<file path="src/rtl/mem_access_fsm.sv">
// Data-memory access sequencer.
// Runs read, write and indirect (pointer-then-access) memory operations on
// behalf of the pipeline controller. Every output is registered, so the
// outputs always reflect the state the FSM has just entered.
module mem_access_fsm #(
    parameter int DATA_W = 16
) (
    input  logic              clk,
    input  logic              rst,
    input  logic [2:0]        mem_state,
    input  logic [DATA_W-1:0] IR_Exec,
    input  logic [DATA_W-1:0] M_Addr,
    input  logic [DATA_W-1:0] M_Data,
    input  logic [DATA_W-1:0] DMem_dout,
    input  logic              DMem_ready,
    output logic              DMem_en,
    output logic              DMem_rd,
    output logic [DATA_W-1:0] DMem_addr,
    output logic [DATA_W-1:0] DMem_din,
    output logic [DATA_W-1:0] memout,
    output logic              complete_data
);

    typedef enum logic [2:0] {
        S_IDLE,
        S_READ,
        S_IND_PTR,
        S_IND_READ,
        S_IND_WRITE,
        S_WRITE,
        S_DONE
    } state_t;

    state_t            state, state_nxt;
    logic [DATA_W-1:0] addr_q, addr_nxt;
    logic [DATA_W-1:0] data_q, data_nxt;
    logic              sti_q, sti_nxt;
    logic [DATA_W-1:0] memout_nxt;
    logic              cmpl_nxt;
    logic              en_nxt;
    logic              rd_nxt;
    logic [DATA_W-1:0] dmem_addr_nxt;
    logic [DATA_W-1:0] dmem_din_nxt;

    // State, latched request and all registered outputs
    always_ff @(posedge clk) begin
        if (rst) begin
            state         <= S_IDLE;
            addr_q        <= '0;
            data_q        <= '0;
            sti_q         <= 1'b0;
            DMem_en       <= 1'b0;
            DMem_rd       <= 1'b1;
            DMem_addr     <= '0;
            DMem_din      <= '0;
            memout        <= '0;
            complete_data <= 1'b0;
        end else begin
            state         <= state_nxt;
            addr_q        <= addr_nxt;
            data_q        <= data_nxt;
            sti_q         <= sti_nxt;
            DMem_en       <= en_nxt;
            DMem_rd       <= rd_nxt;
            DMem_addr     <= dmem_addr_nxt;
            DMem_din      <= dmem_din_nxt;
            memout        <= memout_nxt;
            complete_data <= cmpl_nxt;
        end
    end

    // Next-state, latched-request and next-output decode
    always_comb begin
        state_nxt     = state;
        addr_nxt      = addr_q;
        data_nxt      = data_q;
        sti_nxt       = sti_q;
        memout_nxt    = memout;
        cmpl_nxt      = 1'b0;
        en_nxt        = 1'b0;
        rd_nxt        = 1'b1;
        dmem_addr_nxt = DMem_addr;
        dmem_din_nxt  = DMem_din;

        case (state)
            S_IDLE: begin
                if (mem_state <= 3'd2) begin
                    // Capture the request; later input changes cannot disturb it.
                    addr_nxt = M_Addr;
                    data_nxt = M_Data;
                    sti_nxt  = (IR_Exec[DATA_W-1 -: 4] == 4'b1011);
                    case (mem_state)
                        3'd0:    state_nxt = S_READ;
                        3'd1:    state_nxt = S_IND_PTR;
                        default: state_nxt = S_WRITE;
                    endcase
                end
            end
            S_READ, S_IND_READ: begin
                if (DMem_ready) begin
                    memout_nxt = DMem_dout;
                    cmpl_nxt   = 1'b1;
                    state_nxt  = S_DONE;
                end
            end
            S_IND_PTR: begin
                if (DMem_ready) begin
                    // The pointer replaces the address for the second access.
                    addr_nxt  = DMem_dout;
                    state_nxt = sti_q ? S_IND_WRITE : S_IND_READ;
                end
            end
            S_WRITE, S_IND_WRITE: begin
                if (DMem_ready) begin
                    cmpl_nxt  = 1'b1;
                    state_nxt = S_DONE;
                end
            end
            S_DONE: begin
                // Wait for the controller to drop the request so it is not re-run.
                if (mem_state >= 3'd3) begin
                    state_nxt = S_IDLE;
                end
            end
            default: state_nxt = S_IDLE;
        endcase

        // Outputs follow the state being entered, so they are stable while waiting.
        case (state_nxt)
            S_READ, S_IND_PTR, S_IND_READ: begin
                en_nxt        = 1'b1;
                dmem_addr_nxt = addr_nxt;
                dmem_din_nxt  = data_nxt;
            end
            S_WRITE, S_IND_WRITE: begin
                en_nxt        = 1'b1;
                rd_nxt        = 1'b0;
                dmem_addr_nxt = addr_nxt;
                dmem_din_nxt  = data_nxt;
            end
            default: ;
        endcase
    end

endmodule

</file>
<file path="config.mk">
export PLATFORM = sky130hd
export DESIGN_NAME = mem_access_fsm
export DESIGN_NICKNAME = d
export VERILOG_FILES = /design/src/rtl/mem_access_fsm.sv
export SDC_FILE = /design/constraint.sdc
export NUM_CORES = 1
export LEC_CHECK = 0
export BUFFER_PORTS_ARGS = -buffer_cell sky130_fd_sc_hd__buf_4
export CORE_ASPECT_RATIO = 2
export CORE_MARGIN = 5
export CORE_UTILIZATION = 40
export DETAILED_ROUTE_END_ITERATION = 16
export GPL_TIMING_DRIVEN = 0
export HOLD_SLACK_MARGIN = 0.15
export PLACE_DENSITY_LB_ADDON = 0.08
export SYNTH_ARGS = -nofsm -noshare
export SYNTH_HDL_FRONTEND = slang
export SYNTH_SLANG_ARGS = --single-unit
</file>
<file path="constraint.sdc">
create_clock -name clk -period 2.35 [get_ports clk]
set_clock_uncertainty 0.2 [all_clocks]
set_input_delay 0.1175 -clock clk [delete_from_list [all_inputs] [get_ports clk]]
set_output_delay 0.1175 -clock clk [all_outputs]
set_load 0.01 [all_outputs]
</file>
* Yosys cells after proc, flatten, opt, wreduce, memory -nomap -nowiden
Cells that the tools add are included.
** Storage, ports and cells
- Register bits after elaboration :: 87
- Output and inout port bits :: 51
** Cells by class
- $lt $le $gt $ge :: 2
- Eq/ne operators :: 13
- Mux-type cells :: 15
- Bitwise gates (word level) :: 1
- Reductions and logical operators :: 9
** Operators with widths (count)
- $mux W16 :: 4
- $pmux W16 S2 :: 1
- $eq A3 B3 Y1 const B :: 5
- $mux W3 :: 5
- $eq A3 B2 Y1 const B :: 4
- $pmux W3 S4 :: 1
- $eq A3 B1 Y1 const B :: 3
- $logic_not A3 Y1 :: 2
- $pmux W3 S2 :: 1
- $reduce_or A2 Y1 :: 3
- $reduce_or A5 Y1 :: 1
- $eq A4 B4 Y1 const B :: 1
- $reduce_and A2 Y1 :: 2
- $reduce_or A4 Y1 :: 1
- $ge A3 B2 Y1 const B :: 1
- $le A3 B2 Y1 const B :: 1
- $mux W1 :: 3
- $not A1 Y1 :: 1

* Longest topological paths before layout
Gate-level depths: netlist of run 1.
- Depth after elaboration :: 7
- Mapped depth :: 8
- Depth with buffers taken out :: 5

* Least setup slack after synthesis of run 1
Ideal clock, no wire load.
- Path type :: register to register
- Start :: register state[2]
- End :: register DMem_addr[10]
- Library setup time :: 123 ps
- Arrival time :: 1771 ps
- Required time :: 2027 ps
- Setup slack :: 255 ps
- Cell stages (with the launch flop) :: 8
- Period minus slack after synthesis :: 2095 ps
- Path through :: dfxtp_1 -> buf_6 -> or2_0 -> o221ai_1 -> o2111ai_1 -> mux2i_4 -> buf_6 -> mux2_1
** On the way
- Word-level cells in the longest chain between the ends :: 5
** RTL lines
- start: declaration :: line 34 : state_t state, state_nxt;
- start signal: assignment :: line 59 : state <= state_nxt;
- $eq A3 B3 Y1, or another cell as far along :: line 85 : case (state)
- $reduce_or A4 Y1 (no source line)
- $pmux W3 S4 :: line 85
- $eq A3 B3 Y1, or another cell as far along :: line 129 : case (state_nxt)
- $reduce_or A5 Y1 (no source line)
- end signal: assignment :: line 65 : DMem_addr <= dmem_addr_nxt;
- end: declaration :: line 18 : output logic [DATA_W-1:0] DMem_addr,
Several ways; a longest one is shown, not always the timed one.
A chain may end at the register's enable or synchronous reset.

* Worst setup path after layout of run 1
- Start :: register state[1]
- End :: register DMem_addr[10]
Same word-level chain as after synthesis.

==> results of run 1 <==
sequential cells by signal, indices dropped and copies added (netlist names):
| name | flops |
|---|---|
| state | 3 |
| data_q | 16 |
| DMem_rd | 1 |
| DMem_din | 16 |
| complete_data | 1 |
| DMem_en | 1 |
| addr_q | 16 |
| sti_q | 1 |
| memout | 16 |
| DMem_addr | 16 |
cells in the mapped netlist (7+ instances only):
cell type / count / area [sq um]
o211a_1: 15 / 150.1
buf_6: 7 / 78.83
inv_1: 17 / 63.81
a221oi_2: 10 / 150.1
a21oi_1: 50 / 250.2
mux2_1: 13 / 146.4
clkbuf_1: 14 / 52.55
a22oi_1: 15 / 112.6
a221oi_1: 7 / 61.31
nor2_1: 9 / 33.78
nor2b_1: 17 / 106.4
dfxtp_1: 87 / 1742
nand2_1: 82 / 307.8
what timing repair did:
action                     4_1_cts  5_1_grt
pin swaps                        0        1
gates cloned                     0        1
hold buffers                    60        0
setup endpoints to repair       13       27
gates resized for setup          1       17
hold endpoints to repair        83        0
setup buffers                    2        4
cells by family after synthesis:
kind of cell / count (synthesis) / synth area share
multiplexers: 17 / 0.05641
buffers and inverters: 47 / 0.06790
AO/OA/AOI/OAI: 109 / 0.2298
AND/OR/NAND/NOR: 124 / 0.1612
flip-flops: 87 / 0.4847
power by group:
| part | total, uW | switching [uW] | internal, uW | leakage [uW] |
|---|---|---|---|---|
| sequential | 1810 | 106 | 1700 | 0.000712 |
| combinational | 1640 | 814 | 823 | 0.00145 |
| clock | 1670 | 594 | 1070 | 0.000169 |
tightest hold or removal path: stages, from the launching register on:
cell and delay [ps]:
dfxtp_1 300, nand2_1 50, a21oi_1 60
area by class of cell:
cell class / count / area, sq um / area share
Sequential cell: 87 / 1743 / 0.3112
Multi-Input combinational cell: 250 / 1654 / 0.2954
Timing Repair Buffer: 175 / 1468 / 0.2621
Clock buffer: 10 / 239.0 / 0.04267
Buffer: 30 / 190.2 / 0.03396
Tap cell: 102 / 127.6 / 0.02279
Clock inverter: 6 / 115.1 / 0.02055
Inverter: 17 / 63.81 / 0.01139
through the flow:
stage	std cells	worst slack (ps)	setup TNS [ps]	power (uW)	hold slack, ps
after floorplan	384	255.3	0	2726	53.48
after detailed placement	594	-11.21	-16.12	3294	185.5
final	677	75.07	0	5110	255.4
after global routing	677	-14.35	-83.87	5361	280.6
after global placement	594	20.37	0	3272	180.5
after CTS	672	40.44	0	5070	249.8
routing by layer:
metal	vias to the layer above	track usage	wire [um]
met4	0	0.1005	304
met2	94	0.4119	6590
met5	-	0	0
met1	1648	0.1901	3901
met3	18	0.04800	503
li1	1706	-	-
worst paths after layout:
| kind | cells past startpoint | endpoint | slack (ps) | start |
|---|---|---|---|---|
| max | 8 | DMem_addr[10] | 80 | state[1] |
| min reg2reg | 2 | addr_q[4] | 260 | addr_q[4] |
| max reg2reg | 8 | DMem_addr[10] | 80 | state[1] |
| min | 2 | addr_q[4] | 260 | addr_q[4] |
==> summary by stage, run 1 <==
Synth
The instance count of the mapped netlist is 384. The unique cell type count in the Yosys netlist is between 40 and 50. The post-synthesis area per instance is 9.358 sq um.

For this run, the leading register cell type out of synthesis is dfxtp_1. Counting every net in the synthesized netlist gives ~450. The async set-reset flop share out of synthesis is 0. The synthesized design contains 0 enable-type register cells.

The cell area that synthesis handed to floorplanning was 0.003593 sq mm. The number of synthesized register bits is 87. The number of warnings issued by yosys is 0. The portion of the post-synthesis area used by sequential elements is 0.4847.

Global routing
The initial antenna violation count was 0. The total overflow reported by the global router is 0. Entering global routing, the biggest net connects 16 pins. The number of global-route vias before repair came to 3593. The combined global-route utilization of all metal layers is 0.2065. The wire length of the first global-routing pass is about 18 mm.

Setup path
In this design, the stage delay of the slowest critical-path cell is 410 ps. The capturing element type of the critical path is a register. For the worst setup path, the data arrival time is 2310 ps. The cell type group with the largest total delay on the critical path is buffers and inverters. The standard cell with the maximum stage delay on the critical path is dfxtp_1. The kind of critical path is register to register. The critical path contains buffers and inverters numbering 3 combined. In this run the worst path has a maximum fanout of 10. The worst endpoint required time is 2380 ps. The signal on the critical path passes through buf_4, nor2_1, and3_1, clkbuf_1, buf_2, a22oi_1, a21oi_1, mux2_1. The kind of start point of the critical path is a register.

Final layout
The count of nets after finishing is 640. 0 antenna diodes ended up in the layout. In the layout the commonest cells are buf_4, dfxtp_1, nand2_1. The most common cell after layout, fill and taps aside is buf_4. Once layout is done, the placed cells without fillers occupy 0.005600 sq mm.

The final-layout fill cell count is 785. Relative to the synthesized area, the layout overhead comes to 55.85%. The fraction of layout instances using a drive strength above 1 is 0.3043. The core utilization of the finished layout is 0.6300.

Die
The number of placement rows is 49. The floorplan step defined a die boundary enclosing ~0.011 sq mm. The core region is 0.008890 sq mm. The total I/O pin count is approximately 120. For this configuration, the core starts out at a cell density of 0.4042. The floorplan step set the die width to roughly 77 um. In this run the vertical extent of the chip is roughly 140 um.

Drt
The post-route antenna net violation count is 0. Using the TritonRoute via totals, the vias-per-cell ratio works out to a little over 5. The initial DRC count is 110. The routed design has around 11 mm of wire.

The routed layout has 3466 vias. After detailed routing, the average wire length per cell comes to 16.69 um. The count of unresolved DRC violations after routing is 0. The first detailed-routing pass ran for 4 iterations.

Clock network
The CTS tree is yes. The clock insertion delay at the later pin of the skew report is 340 ps. The count of H-tree levels built during CTS is 3. The number of CTS-inserted buffers is 9. The clock slew seen by the registers of the worst setup and hold paths is 60 ps. The sink count of the clock tree is 87. The master cell of the clock root buffer is clkbuf_16. The buffer levels on the longest clock path is 2.

STA
The portion of the clock cycle consumed by the worst path in the final layout is 0.9681. Measured against its own limit, the worst slew margin works out to 0.5924. The max-slew violation total from the final report is 0. The clock period minus final worst setup slack is 2275 ps. Static timing analysis puts the maximum clock frequency at 439.6 MHz. The final number of hold-violating endpoints is 0. The slew at the pin with the worst max-slew slack is 611.4 ps.

Setup violations remaining at the end of the flow were counted as 0.

Pwr
The analysis attributes to cell leakage a power of between 0.002 and 0.0025 uW. The worst-case IR drop observed on VDD is 565.4 uV. The power per standard cell area is 912.5 mW/mm^2.

Placed design
Once detailed placement completed, the half-perimeter wirelength came to between 7 and 8 mm. The count of port buffers added during placement is 108. In this run the cell area measured after placement is roughly 0.0045 sq mm. Routability-driven placement finished with a final weighted congestion of 0.8461.

Outcome
The run finished with clean final reports.

Job
Max-cap violations in this run came to 0.

Min path
The tightest min-delay check is of the register to register type.
Power figures use the tool's default switching activity.
==> run 2, diff against run 1 <==
--- a/config.mk
+++ b/config.mk
@@ -12,7 +12,8 @@
 export DETAILED_ROUTE_END_ITERATION = 16
 export GPL_TIMING_DRIVEN = 0
 export HOLD_SLACK_MARGIN = 0.15
-export PLACE_DENSITY_LB_ADDON = 0.08
+export PLACE_DENSITY = 0.75
+export REMOVE_ABC_BUFFERS = 1
 export SYNTH_ARGS = -nofsm -noshare
 export SYNTH_HDL_FRONTEND = slang
 export SYNTH_SLANG_ARGS = --single-unit
==> summary by stage, run 2 (same netlist as run 1, synthesis figures left out) <==
Global routing
The combined global-route utilization of all metal layers is 0.1905. Entering global routing, the biggest net connects 87 pins. The initial antenna violation count is 0. The first global-routing pass estimated 16.84 mm of wire.

The number of global-route vias before repair is 3512. The total overflow reported by the global router is 0.

Setup path
By startpoint and endpoint, the worst setup path is classified as register to register. The depth of the worst register-to-register path is 6. Following the worst setup path forward leads to its endpoint at DMem_addr[5]. Data on the critical path is required at its endpoint by around 2400 ps.

The worst register-to-register path ends at DMem_addr[5]. In this run the worst path has a maximum fanout of 16. In this run the register-to-register setup slack is a little over 80 ps. The signal arrival time at the worst endpoint is around 2300 ps. The worst setup path is launched from a register. The number of buffers and inverters on the critical path is 1. The signal on the critical path passes through or2_0, o221ai_2, o2111ai_2, mux2i_4, buf_12, mux2_1.

The startpoint identified for the worst register-to-register timing path is state[2]. The cell type group with the largest total delay on the critical path is multiplexers. The largest single stage delay on the critical path is 390 ps. STA classifies the critical path endpoint as a register. The critical path starts at state[2]. The standard cell with the maximum stage delay on the critical path is dfxtp_2. The total number of cells along the worst setup path is 6.

Die
The floorplan die width is 77.02 um. The starting utilization of the core area is 0.4042. The area of the core region is 0.008890 sq mm.

The overall die area is 0.01109 sq mm. In this run the vertical extent of the chip is 144.0 um. Row generation in the floorplan step produced 49 rows. For this design the top-level I/O count stands at 121.

Pwr
The power spent charging and discharging nets is 1547 uW. Power comes to 4990 uW. The maximum ir drop on the vdd rail is 873.1 uV. Of the total power, the share spent switching nets is 0.3100.

The analysis attributes to cell leakage a power of 0.002240 uW. Of the total power, registers draw 0.365. The internal power of the cells totals approximately 3400 uW. The portion of total power attributed to combinational logic is 0.331. For this design the ratio of total power to cell area is 917.0 mW/mm^2. The share of total power dissipated in the clock network is 0.304.

Final layout
Counting the fill cells in the layout gives 714. For this run, the number of standard cells in the final layout without fillers is 647. The most common cell after layout, fill and taps aside is buf_4. The total inserted antenna cells is 0. The flip-flop and latch area is 0.001745 sq mm. The relative area change from synthesis to final layout is 51.43%. The fraction of layout instances using a drive strength above 1 is 0.3083.

The core utilization of the finished layout is 0.6121. In the final layout, the multi-input gates occupy 0.001718 sq mm. The count of nets after finishing is 610. Leaving out fill and tap cells, the most frequent cells in the layout are buf_4, dfxtp_1, nand2_1.

STA
The final number of hold-violating endpoints is 0. The final-report setup violation count is 0. The max-slew violation total from the final report was 0.

Of the available clock period, the critical path in the final layout requires 0.9656. The final setup slack of the worst path is 80.78 ps. The worst path needs 2269 ps of the cycle, external delays included. Setup repair after global routing left no endpoint under its margin.

The worst hold margin is between 150 and 200 ps. Timing would allow up to 440.7 MHz. For the pin with the worst max-slew slack, the measured transition is 906.3 ps. In this run the tightest slew margin relative to its limit is 0.3958.

Clock network
The number of CTS-inserted buffers is 9. No sink is reached through more buffers than the 2 on the longest clock path. The clock insertion delay at the later pin of the skew report is 320 ps. In this run the clock root is driven by a clkbuf_16. The clock slew seen by the registers of the worst setup and hold paths is 60 ps.

The sink count of the clock tree is 87. The count of H-tree levels built during CTS is 3. TritonCTS built the clock tree.

Min path
The class of the tightest hold or removal check is input pin to register. The worst min-delay path startpoint is rst.

Drt
The total wire length after detailed routing is around 11 mm. The count of unresolved DRC violations after routing is 0. Dividing the detail-routed via count by the number of cells gives 5.315.

For this run, the detailed router's first-pass iteration total came to 4. The detailed-route wire length per cell is about 17 um. The count of nets left with antenna violations once routing finished came out at 0. The detailed router finished its first iteration with 217 violations. The via count is 3439.

Placed design
The number of instances in the placed design is 565. After legalization and detailed placement, the total HPWL measured 6.567 mm. The count of port buffers added during placement is 108. The final weighted congestion in routability-driven placement is 0.7676. The pre-CTS setup slack is -1391 ps.

Job
The number of max-cap violations is 0.

Outcome
The flow ran to the end, and the final reports show no timing, DRC or antenna violations.
-- run 2: changes by cell type in the layout (fill, tap and decap cells not counted), sizes merged --
| cell | delta |
|---|---|
| buf | -11 |
| bufinv | -1 |
| clkbuf | -16 |
| clkinvlp | +2 |
| dlygate4sd3 | -7 |
| mux2i | +1 |
| o21a | +1 |
| o221a | +1 |
-- run 2: per-stage QoR --
step	area, sq um	TNS [ps]
3_5_place_dp	4378	-46470
4_1_cts	5370	0
6_report	5441	0
5_1_grt	5441	0
3_3_place_gp	4352	-98100
2_1_floorplan	3413	-24150
-- run 2: worst min-delay path by stage --
stage / end / cells past startpoint
6_report: addr_q[0] / 2
4_1_cts: state[0] / 4
3_3_place_gp: memout[0] / 3
2_1_floorplan: DMem_addr[0] / 1
3_5_place_dp: memout[0] / 3
5_1_grt: addr_q[0] / 2
-- run 2: power by group through the flow --
stage / logic (uW) / registers (uW) / clock network [uW]
after floorplan: 686 / 1900 / 0
after global placement: 1280 / 1840 / 0
after detailed placement: 1320 / 1850 / 0
after CTS: 1600 / 1820 / 1550
after global routing: 1760 / 1840 / 1610
final: 1650 / 1820 / 1520
-- run 2: what timing repair did --
item / 4_1_cts / 5_1_grt
setup endpoints to repair: 65 / 45
hold buffers: 51 / 2
gates resized for setup: 10 / 5
pin swaps: 3 / 0
cloned: 3 / 0
buffers inserted: 6 / 4
endpoints found under the hold margin: 83 / 1
-- run 2: final cells by class --
cell class                      count  share of cell area
Tap cell                          102             0.02345
Sequential cell                    87              0.3208
Clock inverter                      7             0.01771
Timing Repair Buffer              172              0.2693
Clock buffer                        9             0.04139
Multi-Input combinational cell    253              0.3157
Inverter                           17             0.01173
-- run 2: layer usage --
layer | vias to the layer above | track usage | wire length (um)
li1 | 1656 | - | -
met1 | 1657 | 0.1761 | 3829
met2 | 100 | 0.3783 | 6341
met3 | 26 | 0.04115 | 436
met4 | 0 | 0.09964 | 406
met5 | - | 0 | 0
-- run 2: worst reg2reg max path, delay by kind of cell (launching register included) --
family | cells | cell delay (ps)
flops | 1 | 390
compound gates | 2 | 530
simple gates | 1 | 250
mux | 2 | 600
buf+inv | 1 | 180
==> run 3, diff against run 2 <==
--- a/config.mk
+++ b/config.mk
@@ -7,12 +7,13 @@
 export LEC_CHECK = 0
 export BUFFER_PORTS_ARGS = -buffer_cell sky130_fd_sc_hd__buf_4
 export CORE_ASPECT_RATIO = 2
-export CORE_MARGIN = 5
+export CORE_MARGIN = 1.5
 export CORE_UTILIZATION = 40
 export DETAILED_ROUTE_END_ITERATION = 16
 export GPL_TIMING_DRIVEN = 0
 export HOLD_SLACK_MARGIN = 0.15
 export PLACE_DENSITY = 0.75
+export RECOVER_POWER = 100
 export REMOVE_ABC_BUFFERS = 1
 export SYNTH_ARGS = -nofsm -noshare
 export SYNTH_HDL_FRONTEND = slang
==> summary by stage, run 3 (same netlist as run 1, synthesis figures left out) <==
Outcome
The run finished with clean final reports.

Die
The overall die area is 0.009596 sq mm. The chip height is 137.0 um. The number of placement rows is 48. The starting utilization of the core area is 0.4155.

The area of the core region is 0.008648 sq mm. The die is 70.02 um wide. 121 I/O pins were placed.

Pwr
For this design the ratio of total power to cell area is between 900 and 1000 mW/mm^2. The leakage power summed over all cells is just over 0.002 uW. The maximum ir drop on the vdd rail is 522.8 uV.

Setup path
The maximum fanout along the worst path is 17. STA classifies the critical path startpoint as a register. The worst setup path is captured at a register. The signal arrival time at the worst endpoint is 2320 ps. STA puts the critical path data required time at 2370 ps.

The worst-case register-to-register setup slack is ~57 ps. The kind of critical path is register to register.

Final layout
The most common cell after layout, fill and taps aside is dfxtp_1. For this run, the post-layout net count is 608. In the layout the commonest cells are dfxtp_1, nand2_1, buf_4.

0 antenna diodes ended up in the layout. The final cell count without fillers is 643. The relative area change from synthesis to final layout is 45.54%. The fraction of layout instances using a drive strength above 1 is 0.2118.

Clock network
Clock tree synthesis selected as its root buffer the cell clkbuf_16. In this run the number of H-tree levels came out at 3. The sink count of the clock tree is 87.

The clock slew seen by the registers of the worst setup and hold paths is 60 ps. The longest clock path from root to sink contains 2 buffers. TritonCTS built the clock tree.

The clock reaches the later pin of the worst-skew pair after 330 ps. The number of CTS-inserted buffers is 9.

STA
Final hold analysis gives a worst-case slack of 179.4 ps. The worst-case headroom to the max-slew limit is 0.3931. At the pin with the least slew margin, the transition time is 910.3 ps. Setup violations remaining at the end of the flow were counted as 0. The fmax is 436.0 MHz. The clock period minus final worst setup slack is around 2300 ps.

Dividing the final minimum period by the clock period gives 0.9760. The final number of hold-violating endpoints is 0. The max-slew violation total from the final report is 0.

Global routing
The combined global-route utilization of all metal layers is 0.2162. The initial antenna violation count is 0. The wire length of the first global-routing pass is 16.26 mm. The maximum number of pins on one net before global-route repair is 87.

For this run the aggregate overflow at the end of global routing stands at 0. The number of global-route vias before repair is approximately 3300.

Drt
After the first detailed-routing iteration, the DRC count stood at 267. Dividing the detail-routed wire length by the instance count gives 16.73 um. The final route contains roughly 3500 vias. The number of vias per cell is 5.474.

The routed design has 10.76 mm of wire. For this run, design rule violations remaining after detail routing come to 0. The first detailed-routing pass took 5 iterations. The post-route antenna net violation count is 0.

Placed design
Once detailed placement completed, the half-perimeter wirelength came to 6.128 mm. During placement, the flow inserted port buffers numbering 108. The number of instances in the placed design is 563. The final weighted congestion in routability-driven placement is 0.7850.

Job
The number of max-cap violations is 0.

Min path
The class of the tightest hold or removal check is input pin to register.
run 3: cell count changes in the layout (fill, tap and decap cells not counted), sizes merged:
cell      previous run  this run
clkbuf               9        63
buf                119        66
clkinvlp             3         0
bufinv               2         0
clkinv               1         3
run 3: what timing repair did:
| item | CTS | global route |
|---|---|---|
| resized for setup | 11 | 7 |
| hold buffers | 53 | 0 |
| buffers inserted | 2 | 6 |
| pin swaps | 3 | 1 |
| hold endpoints to repair | 83 | 0 |
| endpoints found under the setup margin | 65 | 44 |
| gates cloned | 3 | 0 |
run 3: stage by stage:
stage	setup slack [ps]	TNS (ps)	instance area [sq um]	total power, uW	utilization
5_1_grt	-8.257	-43.07	5230	4919	0.6047
2_1_floorplan	-822.7	-24150	3413	2586	-
6_report	56.50	0	5230	4722	0.6047
3_3_place_gp	-2758	-97630	4349	3106	0.5029
4_1_cts	9.848	0	5330	4768	0.6163
3_5_place_dp	-1355	-44840	4379	3156	0.5064
run 3: path summary, 6_finish.rpt:
kind	startpoint	endpoint	depth (start not counted)
hold reg to reg	addr_q[8]	addr_q[8]	2
setup reg to reg	state[1]	DMem_din[15]	6
hold / removal	rst	DMem_en	2
setup / recovery	state[1]	DMem_din[15]	6
run 3: final cells by class:
| type | count | area [sq um] |
|---|---|---|
| clock buffer | 12 | 266.5 |
| clock inverter | 4 | 27.53 |
| fill | 754 | 3418 |
| inverter | 17 | 63.81 |
| multi-input combinational | 253 | 1727 |
| sequential | 87 | 1745 |
| tap | 100 | 125.1 |
| timing repair buffer | 170 | 1275 |
run 3: worst max-delay path, stage by stage, from the launching register on:
cell,delay [ps]
dfxtp_2,480
a21boi_0,310
o221ai_2,220
o21a_4,240
mux2i_4,180
buf_12,190
mux2_2,350
run 3: routing by layer:
| metal | wire length (um) | share of wire | GRT usage |
|---|---|---|---|
| met1 | 3856 | 0.36 | 0.2242 |
| met2 | 5974 | 0.56 | 0.4021 |
| met3 | 540 | 0.050 | 0.03608 |
| met4 | 386 | 0.036 | 0.1250 |
| met5 | 0 | 0 | 0 |
run 3: power breakdown:
| group | switching (uW) | internal [uW] | leakage (uW) |
|---|---|---|---|
| Combinational | 833 | 682 | 0.00117 |
| Sequential | 122 | 1700 | 0.000712 |
| Clock | 579 | 805 | 0.000149 |
